File: src/rtl/activity_gate_ctrl_pkg.sv
// Shared types and helpers for the activity/clock-gate controller.
package activity_pkg;

  // Per-channel clock-gate handshake states.
  typedef enum logic [1:0] {
    ACTIVE   = 2'd0,
    GATE_REQ = 2'd1,
    GATED    = 2'd2,
    WAKE_REQ = 2'd3
  } ch_state_e;

  // Saturating increment. Operands are carried at 64 bits so that one helper
  // serves any counter width up to 64. The caller narrows the result back.
  function automatic logic [63:0] sat_inc(input logic [63:0] value,
                                          input logic [63:0] max_value);
    logic [63:0] result;
    if (value >= max_value) begin
      result = max_value;
    end else begin
      result = value + 64'd1;
    end
    return result;
  endfunction

endpackage

File: src/rtl/activity_gate_ch.sv
// One channel: saturating idle counter, recent-activity window and the
// four-phase clock-gate request/acknowledge FSM. All outputs are registers.
module activity_gate_ch
  import activity_pkg::*;
#(
  parameter int W     = 16,
  parameter int WIN_W = 4
) (
  input  logic             clk,
  input  logic             rst_n,
  input  logic             activity_pulse,
  input  logic             periph_en,
  input  logic [W-1:0]     idle_thresh,
  input  logic [WIN_W-1:0] activity_window,
  input  logic             gate_ack,
  output logic [W-1:0]     idle_count,
  output logic             recent_activity,
  output logic             gate_req,
  output logic             gated,
  output logic             wake_irq
);

  localparam logic [W-1:0] CNT_ONES = {W{1'b1}};

  logic [W-1:0]     cnt_r;
  logic [W-1:0]     cnt_next;
  logic [WIN_W-1:0] win_r;
  logic [WIN_W-1:0] win_next;
  ch_state_e        state_r;
  ch_state_e        state_next;
  logic             wake_next;
  logic             recent_r;
  logic             gate_req_r;
  logic             gated_r;
  logic             wake_irq_r;

  // Idle counter next value: clear on disable or activity, else saturate upward.
  always_comb begin
    cnt_next = cnt_r;
    if (!periph_en) begin
      cnt_next = {W{1'b0}};
    end else if (activity_pulse) begin
      cnt_next = {W{1'b0}};
    end else begin
      cnt_next = W'(sat_inc(64'(cnt_r), 64'(CNT_ONES)));
    end
  end

  // Window counter next value: reload on every pulse, count down to zero.
  always_comb begin
    win_next = win_r;
    if (!periph_en) begin
      win_next = {WIN_W{1'b0}};
    end else if (activity_pulse) begin
      win_next = activity_window;
    end else if (win_r != {WIN_W{1'b0}}) begin
      win_next = win_r - {{(WIN_W-1){1'b0}}, 1'b1};
    end else begin
      win_next = win_r;
    end
  end

  // Handshake FSM next state; an abort in GATE_REQ beats a same-cycle ack,
  // and only an activity-caused exit from GATED raises the wake interrupt.
  always_comb begin
    state_next = state_r;
    wake_next  = 1'b0;
    case (state_r)
      ACTIVE: begin
        if (periph_en && (idle_thresh != {W{1'b0}}) &&
            (cnt_r >= idle_thresh) && !activity_pulse) begin
          state_next = GATE_REQ;
        end else begin
          state_next = ACTIVE;
        end
      end
      GATE_REQ: begin
        if (activity_pulse || !periph_en) begin
          state_next = WAKE_REQ;
        end else if (gate_ack) begin
          state_next = GATED;
        end else begin
          state_next = GATE_REQ;
        end
      end
      GATED: begin
        if (activity_pulse || !periph_en) begin
          state_next = WAKE_REQ;
          wake_next  = activity_pulse;
        end else begin
          state_next = GATED;
        end
      end
      WAKE_REQ: begin
        if (!gate_ack) begin
          state_next = ACTIVE;
        end else begin
          state_next = WAKE_REQ;
        end
      end
      default: begin
        state_next = ACTIVE;
      end
    endcase
  end

  // State, counters and registered output decode of the next state.
  always_ff @(posedge clk or negedge rst_n) begin
    if (!rst_n) begin
      state_r    <= ACTIVE;
      cnt_r      <= {W{1'b0}};
      win_r      <= {WIN_W{1'b0}};
      recent_r   <= 1'b0;
      gate_req_r <= 1'b0;
      gated_r    <= 1'b0;
      wake_irq_r <= 1'b0;
    end else begin
      state_r    <= state_next;
      cnt_r      <= cnt_next;
      win_r      <= win_next;
      recent_r   <= (win_next != {WIN_W{1'b0}});
      gate_req_r <= (state_next == GATE_REQ) || (state_next == GATED);
      gated_r    <= (state_next == GATED);
      wake_irq_r <= wake_next;
    end
  end

  assign idle_count      = cnt_r;
  assign recent_activity = recent_r;
  assign gate_req        = gate_req_r;
  assign gated           = gated_r;
  assign wake_irq        = wake_irq_r;

endmodule

File: src/rtl/activity_gate_ctrl.sv
// N-channel activity monitor and clock-gate request controller. Each channel
// is independent; only the activity window length is shared.
module activity_gate_ctrl
  import activity_pkg::*;
#(
  parameter int N     = 4,
  parameter int W     = 16,
  parameter int WIN_W = 4
) (
  input  logic               clk,
  input  logic               rst_n,
  input  logic [N-1:0]       activity_pulse,
  input  logic [N-1:0]       periph_en,
  input  logic [N*W-1:0]     idle_thresh,
  input  logic [WIN_W-1:0]   activity_window,
  input  logic [N-1:0]       gate_ack,
  output logic [N*W-1:0]     idle_count,
  output logic [N-1:0]       recent_activity,
  output logic [N-1:0]       gate_req,
  output logic [N-1:0]       gated,
  output logic [N-1:0]       wake_irq
);

  // Per-channel idle counters, kept as a named array for hierarchical access.
  logic [W-1:0] idle_counter [N];

  for (genvar g = 0; g < N; g++) begin : g_ch
    activity_gate_ch #(
      .W     (W),
      .WIN_W (WIN_W)
    ) u_ch (
      .clk             (clk),
      .rst_n           (rst_n),
      .activity_pulse  (activity_pulse[g]),
      .periph_en       (periph_en[g]),
      .idle_thresh     (idle_thresh[g*W +: W]),
      .activity_window (activity_window),
      .gate_ack        (gate_ack[g]),
      .idle_count      (idle_counter[g]),
      .recent_activity (recent_activity[g]),
      .gate_req        (gate_req[g]),
      .gated           (gated[g]),
      .wake_irq        (wake_irq[g])
    );

    assign idle_count[g*W +: W] = idle_counter[g];
  end

endmodule

File: config.mk
export PLATFORM = sky130hd
export DESIGN_NAME = activity_gate_ctrl
export DESIGN_NICKNAME = d
export VERILOG_FILES = /design/src/rtl/activity_gate_ctrl_pkg.sv /design/src/rtl/activity_gate_ch.sv /design/src/rtl/activity_gate_ctrl.sv
export SDC_FILE = /design/constraint.sdc
export NUM_CORES = 1
export LEC_CHECK = 0
export BUFFER_PORTS_ARGS = -buffer_cell sky130_fd_sc_hd__buf_2
export CAP_MARGIN = 0
export CORE_UTILIZATION = 30
export DETAILED_ROUTE_END_ITERATION = 10
export PLACE_DENSITY = 0.53
export SYNTH_ARGS = -nofsm -noshare
export SYNTH_HDL_FRONTEND = slang
export SYNTH_SLANG_ARGS = --single-unit
File: constraint.sdc
create_clock -name clk -period 4.4 [get_ports clk]
set_input_delay 0.66 -clock clk [delete_from_list [all_inputs] [get_ports clk]]
set_output_delay 0.66 -clock clk [all_outputs]
set_load 0.01 [all_outputs]
== Yosys cells after proc, flatten, opt, wreduce, memory -nomap -nowiden ==
Cells that the tools add are included.
Operators by class
  add/sub/neg operators: 8
  magnitude comparators: 8
  equal/unequal tests: 20
  mux-type cells: 56
  reduce and logical (&&, ||, !) cells: 44
Operators with widths (count)
  16-bit 2-to-1 mux: 12
  16-bit by 1-bit adder with 16-bit output (second input constant): 4
  16-bit >= comparator: 4
  16-bit >= comparator (second input constant): 4
  16-bit nonzero test: 4
  4-bit 2-to-1 mux: 12
  2-bit case mux with 4 select lines: 4
  4-bit nonzero test: 8
  2-bit equality test (second input constant): 12
  2-bit 2-to-1 mux: 12
  2-bit by 1-bit equality test with 1-bit output (second input constant): 8
  1-bit 2-to-1 mux: 16
  4-bit by 1-bit subtractor with 4-bit output (second input constant): 4
  1-bit logical AND: 12
  1-bit logical NOT: 8
  2-bit logical NOT: 4
  1-bit logical OR: 8
Word-level totals
  flip-flop bits (word level): 104
  bits of input ports: 82
  output and inout bits: 80
  word-level logic and storage cells: 164

== Depth between registers and ports, before layout ==
Gate-level depths: netlist of run 1.
  depth in word-level cells: 8
  mapped depth: 9
  mapped depth without buffers: 9

== Cells and area by module ==
A second synthesis of run 1 with hierarchy kept.
Second synthesis, totals
  cells, all modules: 754
  area total of the unflattened synthesis: 7065.5 um2
Modules (own cells, without submodules)
  activity_gate_ch at g_ch[1].u_ch ...: instances 2, cells an instance 190, area each 1774.2 um2, seq. area each 650.6 um2
  activity_gate_ch at g_ch[2].u_ch: instances 1, cells an instance 188, area each 1784.2 um2, seq. area each 650.6 um2
  activity_gate_ch at g_ch[0].u_ch: instances 1, cells an instance 186, area each 1732.9 um2, seq. area each 650.6 um2

== Least setup slack after synthesis of run 1 ==
Ideal clock, no wire load.
  path kind: input-to-reg
  start point: input port idle_thresh[13]
  end point: register g_ch[0].u_ch.gate_req_r
  setup time: 0.113 ns
  data arrival time: 2.370 ns
  data required time: 4.287 ns
  slack: 1.917 ns
  cell stages on the path: 9
  buffers on the path: 0
  path through: inv_1 -> ha_1 -> nand4_1 -> or4_1 -> a221o_1 -> o211ai_1 -> a32oi_1 -> ha_1 -> inv_1
Between the ends
  word-level cells in the longest chain between the ends: 8
  elaborated cells on any way between the ends: 10
  those cells by class: 1 x order compare; 2 x eq/ne; 2 x mux; 5 x reduce/logical
Ends and longest elaborated chain
  start, declared: line activity_gate_ctrl.sv:14  | input logic [N*W-1:0] idle_thresh,
  parallel branches: the longest is 2 deep, another holds 16-bit >= comparator
  1-bit logical AND *: line activity_gate_ch.sv:70  | if (periph_en && (idle_thresh != {W{1'b0}}) &&
  1-bit logical AND *: line activity_gate_ch.sv:71  | (cnt_r >= idle_thresh) && !activity_pulse) begin
  1-bit 2-to-1 mux *: line activity_gate_ch.sv:70
  2-bit case mux with 4 select lines *: line activity_gate_ch.sv:68  | case (state_r)
  2-bit by 1-bit equality test with 1-bit output or 2-bit equality test (tied branches): line activity_gate_ch.sv:122  | gate_req_r <= (state_next == GATE_REQ) || (state_next == GATED);
  1-bit logical OR *: line activity_gate_ch.sv:122
  end signal, assigned: line activity_gate_ch.sv:122
  end, declared: line activity_gate_ch.sv:33  | logic gate_req_r;
Mark *: on every way between the ends.

== Final worst setup path of run 1 ==
  start point: register g_ch[3].u_ch.cnt_r[12]
  end point: register g_ch[3].u_ch.gate_req_r
Between the ends
  word-level cells in the longest chain between the ends: 7
  elaborated cells on any way between the ends: 8
  those cells by class: 1 x order compare; 2 x eq/ne; 2 x mux; 3 x reduce/logical
Ends and longest elaborated chain
  start, declared: line activity_gate_ch.sv:25  | logic [W-1:0] cnt_r;
  start signal, assigned: line activity_gate_ch.sv:111  | cnt_r <= {W{1'b0}};
  start signal, assigned: line activity_gate_ch.sv:119  | cnt_r <= cnt_next;
  16-bit >= comparator *: line activity_gate_ch.sv:71
  1-bit logical AND *: line activity_gate_ch.sv:70
  1-bit logical AND *: line activity_gate_ch.sv:71
  1-bit 2-to-1 mux *: line activity_gate_ch.sv:70
  2-bit case mux with 4 select lines *: line activity_gate_ch.sv:68
  2-bit by 1-bit equality test with 1-bit output or 2-bit equality test (tied branches): line activity_gate_ch.sv:122
  1-bit logical OR *: line activity_gate_ch.sv:122
  end signal, assigned: line activity_gate_ch.sv:122
  end, declared: line activity_gate_ch.sv:33
Mark *: on every way between the ends. The rest lies on a longest branch, timed or not.

==> results of run 1 <==
==> sequential cells by signal, indices dropped and copies added (netlist names) <==
signal and cells:
g_ch.u_ch.idle_count 64, g_ch.u_ch.win_r 16, g_ch.u_ch.state_r 8, g_ch.u_ch.gate_req 4, g_ch.u_ch.gated 4, g_ch.u_ch.recent_activity 4, g_ch.u_ch.wake_irq 4
==> cells in the final DEF, fill, tap and decap left out, drive strengths merged, types with 4 or more instances in the layout <==
cell	synthesis	final
nand4	23	23
nor2	40	40
and2	11	11
nand3	29	29
or2	5	5
a31oi	5	5
mux2i	16	16
and3	14	14
xnor2	25	25
nor2b	6	6
a211o	4	4
nand2	45	45
bufinv	0	4
a21oi	71	71
inv	108	108
clkbuf	10	9
nor4	21	21
nand2b	11	11
buf	22	163
a211oi	8	8
or4	9	9
o21ai	25	25
dfrtp	104	104
xor2	19	19
nor3	24	24
a21boi	4	4
or3b	4	4
ha	76	76
==> power breakdown <==
part / internal (µW) / total [µW] / leakage (µW) / switching, µW
clock network: 610 / 987 / 0.000172 / 377
registers: 1070 / 1130 / 0.00138 / 65.8
logic: 240 / 553 / 0.00266 / 313
==> per-layer routing <==
metal  vias to the layer above  global-route usage, %  wire, µm
met5                         -                      0         8
met4                         2                  4.714       257
met3                        19                  2.354       718
met2                       144                  25.54      8118
met1                      2807                  20.82      8826
li1                       3006                      -         -
==> per-stage QoR <==
| step | total power [µW] | hold slack, ns |
|---|---|---|
| final | 2673 | 0.4374 |
| after global routing | 2846 | 0.5205 |
| after CTS | 2721 | 0.4788 |
| after detailed placement | 1717 | 0.5203 |
| after global placement | 1711 | 0.5154 |
| after floorplan | 1571 | 0.3644 |
==> cells by family after synthesis <==
logic type / synth area share [%]
AND/OR/NAND/NOR: 19.39
buffers and inverters: 8.713
AO/OA/AOI/OAI: 12.93
flip-flops: 37.44
multiplexers: 2.304
adder cells (fa/ha/maj): 13.68
XOR/XNOR: 5.545
==> worst max-delay path, stage by stage (launching register included) <==
cell and delay, ns:
dfrtp_1 0.51, ha_1 0.33, nand4_1 0.13, or4_1 0.54, a221o_1 0.28, o211ai_1 0.16
a32oi_1 0.15, ha_1 0.31, inv_1 0.04
==> final timing paths <==
path,slack (ns),cells past startpoint,to,from
worst max-delay path,1.86,8,g_ch[3].u_ch.gate_req$_DFF_PN0_,g_ch[3].u_ch.idle_count[12]$_DFF_PN0_
worst min-delay path,0.44,1,g_ch[1].u_ch.idle_count[11]$_DFF_PN0_,rst_n
worst max register to register,1.86,8,g_ch[3].u_ch.gate_req$_DFF_PN0_,g_ch[3].u_ch.idle_count[12]$_DFF_PN0_
worst min register to register,0.52,1,g_ch[2].u_ch.idle_count[0]$_DFF_PN0_,g_ch[2].u_ch.idle_count[0]$_DFF_PN0_
max in group asynchronous,3.09,2,g_ch[2].u_ch.win_r[2]$_DFF_PN0_,rst_n
min in group clk,0.52,1,g_ch[2].u_ch.idle_count[0]$_DFF_PN0_,g_ch[2].u_ch.idle_count[0]$_DFF_PN0_
==> final cells by class <==
| cell class | instances | area share [%] |
|---|---|---|
| clock buffer | 9 | 2.717 |
| timing repair buffer | 163 | 9.931 |
| inverter | 108 | 4.890 |
| sequential | 104 | 31.39 |
| antenna | 1 | 0.03018 |
| multi-input combinational | 534 | 45.14 |
| tap | 285 | 4.301 |
| clock inverter | 6 | 1.600 |
==> flow_metrics.env, run 1 <==
export IMPL_synth_most_common_cell="inv_1"
export IMPL_design_core_area_mm2=0.02271
export IMPL_grtUsageTotal_pct=15.47
export IMPL_fin_crit_sh_pct=57.77
export IMPL_worst_setup_path_start_kind="flip-flop"
export IMPL_cp_end_kind="flip-flop"
export IMPL_post_route_drc_count=0
export IMPL_post_cts_buffers=0
export IMPL_clock_latency_ns=0.35
export IMPL_worstPathArrival_ns=2.79
export IMPL_area_sequential_mm2=0.002603
export IMPL_synth_common_cells="inv_1 (108), dfrtp_1 (104), ha_1 (76)"
export IMPL_cts_buffer_depth=2
export IMPL_gp_congestion=0.8330
export IMPL_rows=55
export IMPL_grt_pass1_vias=5833
export IMPL_dpl_hpwl_um=13680
export IMPL_tritoncts="built"
export IMPL_synth_seq_cells=104
export IMPL_multi_input_area_mm2=0.003742
export IMPL_cts_resized_gates=0
export IMPL_synthArstFlopShare_pct=100.0
export IMPL_setup_viol=0
export IMPL_syn_instance_count=778
export IMPL_synthesis_area_mm2=0.006950
export IMPL_overflow=0
export IMPL_fin_setup_tns_ns=0
export IMPL_drv_cap=0
export IMPL_die_w_um=154.2
export IMPL_synth_edf_count=0
export IMPL_hold_path_class="in -> async"
export IMPL_power_density_mw_per_mm2=322.4
export IMPL_required_ns=4.65
export IMPL_ir_drop_mv=0.1738
export IMPL_avgSynthCellArea_um2=8.934
export IMPL_path_class="reg -> reg"
export IMPL_ant_nets=0
export IMPL_fin_skew_ns=0.007569
export IMPL_initial_core_util_pct=30.61
export IMPL_place_ws_ns=1.564
export IMPL_timing_fmax_mhz=393.4
export IMPL_final_cells=1210
export IMPL_area_growth_pct=19.28
export IMPL_cts_sinks=104
export IMPL_dieArea_mm2=0.02378
export IMPL_ys_flop_type="dfrtp_1"
export IMPL_grt_max_degree=69
export IMPL_outcome="finished, final reports clean"
export IMPL_yosysTopAreaCell="dfrtp_1"
export IMPL_synth_seq_area_share_pct=37.44
export IMPL_cts_root_buf="clkbuf_16"
export IMPL_hold_buffers=0
export IMPL_drive_gt1_share_pct=20.02
export IMPL_relSlewSlack_pct=37.57
export IMPL_cts_htree_levels=3
export IMPL_vias=5978
export IMPL_fin_util_pct=36.51
export IMPL_hold_viol=0
export IMPL_fillers=2368
export IMPL_synth_top_area_share_pct=37.44
export IMPL_antenna_found_initial=2
export IMPL_syn_nets=936
export IMPL_fin_ws_ns=1.858
export IMPL_die_h_um=154.2
export IMPL_routed_via_density=4.940
export IMPL_cts_clk_slew_worst_paths_ns=0.08
export IMPL_ys_warn_count=0
export IMPL_wl_per_cell_um=14.82
export IMPL_ys_types=50
export IMPL_port_buffers=161
export IMPL_leakagePower_uw=0.004217
export IMPL_fin_nets=1078
export IMPL_worst_pin_slew_ns=0.9365
export IMPL_synth_area_leaders="dfrtp_1 (37%), ha_1 (14%), inv_1 (5.8%), a21oi_1 (5.0%), xnor2_1 (3.2%)"
export IMPL_postLayoutCellArea_mm2=0.008290
export IMPL_dpl_cell_area_mm2=0.007930
export IMPL_fin_crit_ns=2.542
export IMPL_drtIter0Drc=184
export IMPL_cts_buffers=9
export IMPL_boundaryPins=162
export IMPL_drv_slew=0
export IMPL_cp_max_fo=9
export IMPL_grt_first_pass_wirelength_um=29350
export IMPL_rsz0062_at_grt="no"
export IMPL_wl_um=17930
export IMPL_dp_cells=1194
export IMPL_first_pass_iters=4
Note: power is estimated with default switching activity, not from simulation.
==> inputs of run 2 (changes only) <==
--- a/config.mk
+++ b/config.mk
@@ -9,7 +9,7 @@
 export CAP_MARGIN = 0
 export CORE_UTILIZATION = 30
 export DETAILED_ROUTE_END_ITERATION = 10
-export PLACE_DENSITY = 0.53
+export PLACE_DENSITY = 0.54
 export SYNTH_ARGS = -nofsm -noshare
 export SYNTH_HDL_FRONTEND = slang
 export SYNTH_SLANG_ARGS = --single-unit
==> constraint.sdc (replaced) <==
create_clock -name clk -period 2.29 [get_ports clk]
set_input_delay 0.3435 -clock clk [delete_from_list [all_inputs] [get_ports clk]]
set_output_delay 0.3435 -clock clk [all_outputs]
set_load 0.01 [all_outputs]
==> flow_metrics.env, run 2 (synthesis gave the netlist of run 1 again) <==
export IMPL_tritoncts="built"
export IMPL_wl_um=18810
export IMPL_vias=6271
export IMPL_routed_via_density=4.791
export IMPL_rows=55
export IMPL_cts_clk_slew_worst_paths_ns=0.07
export IMPL_cts_sinks=104
export IMPL_grt_first_pass_wirelength_um=30900
export IMPL_drive_gt1_share_pct=29.00
export IMPL_fin_crit_ns=2.360
export IMPL_power_density_mw_per_mm2=541.3
export IMPL_antenna_found_initial=2
export IMPL_cts_buffers=9
export IMPL_rsz0062_at_grt="yes"
export IMPL_wl_per_cell_um=14.37
export IMPL_fin_nets=1178
export IMPL_outcome="finished with violations"
export IMPL_design_core_area_mm2=0.02271
export IMPL_clock_latency_ns=0.35
export IMPL_relSlewSlack_pct=58.61
export IMPL_die_h_um=154.2
export IMPL_leakagePower_uw=0.004701
export IMPL_worst_pin_slew_ns=0.6208
export IMPL_timing_hold_ws_ns=0.2781
export IMPL_drv_slew=0
export IMPL_timing_fmax_mhz=423.8
export IMPL_drv_cap=0
export IMPL_grt_max_degree=60
export IMPL_cts_htree_levels=3
export IMPL_largest_reg_flops=64
export IMPL_post_route_drc_count=0
export IMPL_dieArea_mm2=0.02378
export IMPL_port_buffers=161
export IMPL_final_common_cell="buf_2"
export IMPL_mostFrequentLayoutCells="buf_2 (160), inv_1 (108), dfrtp_1 (101), buf_4 (101), a21oi_1 (70)"
export IMPL_fin_skew_ns=0.009747
export IMPL_first_pass_iters=4
export IMPL_hold_viol=0
export IMPL_cts_root_buf="clkbuf_16"
export IMPL_cp_end_kind="flip-flop"
export IMPL_worst_setup_path_start_kind="flip-flop"
export IMPL_hold_path_class="in -> reg"
export IMPL_dpl_hpwl_um=14620
export IMPL_ir_drop_mv=0.2982
export IMPL_setup_viol=3
export IMPL_cp_max_fo=2
export IMPL_fin_ws_ns=-0.06964
export IMPL_boundaryPins=162
export IMPL_fin_crit_sh_pct=103.0
export IMPL_grt_pass1_vias=6235
export IMPL_required_ns=2.54
export IMPL_grtUsageTotal_pct=16.24
export IMPL_area_growth_pct=31.58
export IMPL_path_class="reg -> reg"
export IMPL_drtIter0Drc=254
export IMPL_initial_core_util_pct=30.61
export IMPL_overflow=0
export IMPL_ant_nets=0
export IMPL_place_ws_ns=-0.1736
export IMPL_cts_buffer_depth=2
export IMPL_die_w_um=154.2
export IMPL_gp_congestion=0.8301
export IMPL_worstPathArrival_ns=2.61
export IMPL_failed_checks="setup timing"
export IMPL_diodes=0
run 2: cell type report:
| cell class | instances | area [µm²] |
|---|---|---|
| tap | 285 | 356.6 |
| inverter | 108 | 405.4 |
| clock inverter | 2 | 37.54 |
| fill | 2348 | 13560 |
| multi-input combinational | 534 | 3880 |
| sequential | 104 | 2606 |
| timing repair buffer | 263 | 1589 |
| clock buffer | 13 | 270.3 |
run 2: metal layers:
metal	global-route usage [%]	up-vias	share of wire [%]
met2	27.58	129	47
met3	2.998	19	4.1
li1	-	3199	-
met1	20.98	2922	47
met5	0	-	0.069
met4	4.762	2	1.3
run 2: final timing paths:
kind	startpoint	end	slack [ns]	cells past startpoint
setup / recovery	g_ch[1].u_ch.idle_count[13]$_DFF_PN0_	g_ch[1].u_ch.gate_req$_DFF_PN0_	-0.07	8
hold / removal	periph_en[1]	g_ch[1].u_ch.win_r[2]$_DFF_PN0_	0.28	2
setup reg to reg	g_ch[1].u_ch.idle_count[13]$_DFF_PN0_	g_ch[1].u_ch.gate_req$_DFF_PN0_	-0.07	8
hold reg to reg	g_ch[0].u_ch.state_r[0]$_DFF_PN0_	g_ch[0].u_ch.state_r[1]$_DFF_PN0_	0.55	1
max in group asynchronous	rst_n	g_ch[0].u_ch.idle_count[15]$_DFF_PN0_	1.17	3
min in group asynchronous	rst_n	g_ch[1].u_ch.idle_count[7]$_DFF_PN0_	0.52	3
run 2: per-stage QoR:
stage                     std cells  utilization [%]  cell area, µm²  TNS [ns]  power, µW
after floorplan                 778                -            6953         0       3018
after global placement         1286            38.03            8636   -0.7824       3337
after detailed placement       1286            38.03            8636   -0.6881       3348
after CTS                      1308            39.82            9042   -0.1626       5015
after global routing           1309            40.27            9145   -0.6696       5279
final                          1309            40.27            9145   -0.1311       4950
run 2: repair_timing:
action                                  in CTS  in global routing
hold buffers                                 1                  0
pin swaps                                    8                 20
endpoints found under the hold margin        2                  0
setup buffers                                6                  6
endpoints found under the setup margin       5                 10
gates resized for setup                      5                  9
run 2: worst max-delay path, stage by stage (launching register included):
cell and delay, ns:
dfrtp_2 0.43, ha_4 0.27, nand4_1 0.16, or4_1 0.55
a221o_1 0.27, o211ai_1 0.13, a32oi_1 0.14, ha_1 0.29
inv_1 0.03
run 2: power by group:
group          internal, µW  switching (µW)  leakage, µW
clock                   934             699     0.000148
combinational           510             629      0.00318
sequential             2050             128      0.00138
==> inputs of run 3 (changes only) <==
--- a/config.mk
+++ b/config.mk
@@ -5,11 +5,13 @@
 export SDC_FILE = /design/constraint.sdc
 export NUM_CORES = 1
 export LEC_CHECK = 0
-export BUFFER_PORTS_ARGS = -buffer_cell sky130_fd_sc_hd__buf_2
 export CAP_MARGIN = 0
 export CORE_UTILIZATION = 30
 export DETAILED_ROUTE_END_ITERATION = 10
-export PLACE_DENSITY = 0.54
+export DONT_BUFFER_PORTS = 1
+export HOLD_SLACK_MARGIN = 0.08
+export PLACE_DENSITY = 0.48
+export REMOVE_ABC_BUFFERS = 1
 export SYNTH_ARGS = -nofsm -noshare
 export SYNTH_HDL_FRONTEND = slang
 export SYNTH_SLANG_ARGS = --single-unit
==> flow_metrics.env, run 3 (synthesis gave the netlist of run 1 again) <==
export IMPL_outcome="finished with violations"
export IMPL_failed_checks="hold timing, setup timing"
export IMPL_cpMaxStageDelayCell="or4_4"
export IMPL_worst_setup_path_start_kind="flip-flop"
export IMPL_die_w_um=154.2
export IMPL_fin_nets=1005
export IMPL_design_core_area_mm2=0.02271
export IMPL_largest_reg_flops=64
export IMPL_wl_um=18560
export IMPL_fin_setup_tns_ns=-0.2286
export IMPL_overflow=0
export IMPL_fillers=2371
export IMPL_routed_via_density=5.008
export IMPL_clock_latency_ns=0.36
export IMPL_setup_viol=4
export IMPL_cts_buffers=9
export IMPL_fin_crit_sh_pct=104.6
export IMPL_relSlewSlack_pct=63.66
export IMPL_cp_max_fo=2
export IMPL_timing_fmax_mhz=417.3
export IMPL_tritoncts="built"
export IMPL_cts_root_buf="clkbuf_16"
export IMPL_dpl_hpwl_um=14160
export IMPL_ant_nets=0
export IMPL_post_route_drc_count=0
export IMPL_hold_viol=104
export IMPL_grt_max_degree=105
export IMPL_area_growth_pct=18.43
export IMPL_path_class="reg -> reg"
export IMPL_drive_gt1_share_pct=14.81
export IMPL_final_common_cell="inv_1"
export IMPL_boundaryPins=162
export IMPL_grt_first_pass_wirelength_um=30270
export IMPL_worstPathCellList="ha_4 > nand4_1 > or4_4 > a221o_1 > o211ai_1 > a32oi_1 > ha_1 > inv_1"
export IMPL_dieArea_mm2=0.02378
export IMPL_cts_buffer_depth=2
export IMPL_fin_skew_ns=0.01615
export IMPL_die_h_um=154.2
export IMPL_diodes=0
export IMPL_drv_cap=0
export IMPL_rows=55
export IMPL_worstPathArrival_ns=2.66
export IMPL_final_cells=1136
export IMPL_initial_core_util_pct=30.61
export IMPL_ir_drop_mv=0.3113
export IMPL_p_total_uw=4778
export IMPL_grtUsageTotal_pct=16.14
export IMPL_wl_per_cell_um=16.33
export IMPL_leakagePower_uw=0.003929
export IMPL_vias=5689
export IMPL_drv_slew=0
export IMPL_rsz0062_at_grt="yes"
export IMPL_cp_end_kind="flip-flop"
export IMPL_drtIter0Drc=139
export IMPL_power_density_mw_per_mm2=580.5
export IMPL_mostFrequentLayoutCells="inv_1 (108), dfrtp_1 (104), buf_4 (90)"
export IMPL_cts_sinks=104
export IMPL_cts_clk_slew_worst_paths_ns=0.08
export IMPL_worst_pin_slew_ns=0.5451
export IMPL_fin_crit_ns=2.396
export IMPL_cts_htree_levels=3
export IMPL_dp_cells=1116
export IMPL_hold_path_class="in -> async"
export IMPL_fin_util_pct=36.25
export IMPL_grt_pass1_vias=5888
export IMPL_max_stage_delay_ns=0.54
export IMPL_fin_ws_ns=-0.1063
export IMPL_gp_congestion=0.8085
export IMPL_timing_hold_ws_ns=-0.3211
export IMPL_first_pass_iters=4
export IMPL_required_ns=2.55
export IMPL_antenna_found_initial=1
export IMPL_port_buffers=0
run 3: repair_timing:
| action | 4_1_cts | 5_1_grt |
|---|---|---|
| endpoints found under the setup margin | 6 | 8 |
| endpoints found under the hold margin | 104 | 104 |
| gates resized for setup | 10 | 7 |
| setup buffers | 3 | 2 |
| pin swaps | 12 | 8 |
run 3: per-stage QoR:
stage / worst slack (ns) / hold slack (ns) / cell area (µm²)
after detailed placement: -0.1225 / 0.05174 / 7745
after global placement: -0.09676 / 0.05161 / 7745
after global routing: -0.2039 / -0.3435 / 8232
final: -0.1063 / -0.3211 / 8232
after floorplan: -0.005266 / 0.04791 / 6750
after CTS: -0.1229 / -0.3416 / 8158
run 3: per-layer routing:
layer,part of all wire (%),GRT usage [%],vias up
met3,5.8,3.614,18
met4,1.5,5.381,0
li1,-,-,2857
met2,46,26.60,143
met5,0,0,-
met1,47,20.85,2671
run 3: final cells by class:
type / instances / area, µm² / area share, %
multi-input combinational: 534 / 3874 / 47.06
sequential: 104 / 2603 / 31.62
timing repair buffer: 90 / 675.6 / 8.208
inverter: 108 / 405.4 / 4.925
tap: 285 / 356.6 / 4.332
clock buffer: 10 / 239.0 / 2.903
clock inverter: 5 / 78.83 / 0.9576
run 3: path summary, 6_finish.rpt:
check	start	endpoint	slack (ns)	depth (start not counted)
hold reg to reg	g_ch[0].u_ch.state_r[0]$_DFF_PN0_	g_ch[0].u_ch.state_r[1]$_DFF_PN0_	0.55	1
max in group asynchronous	rst_n	g_ch[2].u_ch.win_r[1]$_DFF_PN0_	2.35	0
setup / recovery	g_ch[3].u_ch.idle_count[13]$_DFF_PN0_	g_ch[3].u_ch.gate_req$_DFF_PN0_	-0.11	8
min in group clk	activity_pulse[2]	g_ch[2].u_ch.wake_irq$_DFF_PN0_	0.10	2
hold / removal	rst_n	g_ch[1].u_ch.idle_count[7]$_DFF_PN0_	-0.32	0
setup reg to reg	g_ch[3].u_ch.idle_count[13]$_DFF_PN0_	g_ch[3].u_ch.gate_req$_DFF_PN0_	-0.11	8
run 3: worst max-delay path: cells and delay by family, from the launching register on:
kind | cells | cell delay, ns
and+or+nand+nor | 2 | 0.67
adders and majority gates | 2 | 0.57
DFF | 1 | 0.42
buffers and inverters | 1 | 0.03
AOI/OAI and AO/OA | 3 | 0.58
run 3: where the power goes:
| part | internal [µW] | total (µW) | leakage (µW) | switching, µW |
|---|---|---|---|---|
| sequential | 2050 | 2250 | 0.00138 | 199 |
| clock | 984 | 1710 | 0.000159 | 725 |
| combinational | 384 | 817 | 0.00239 | 433 |
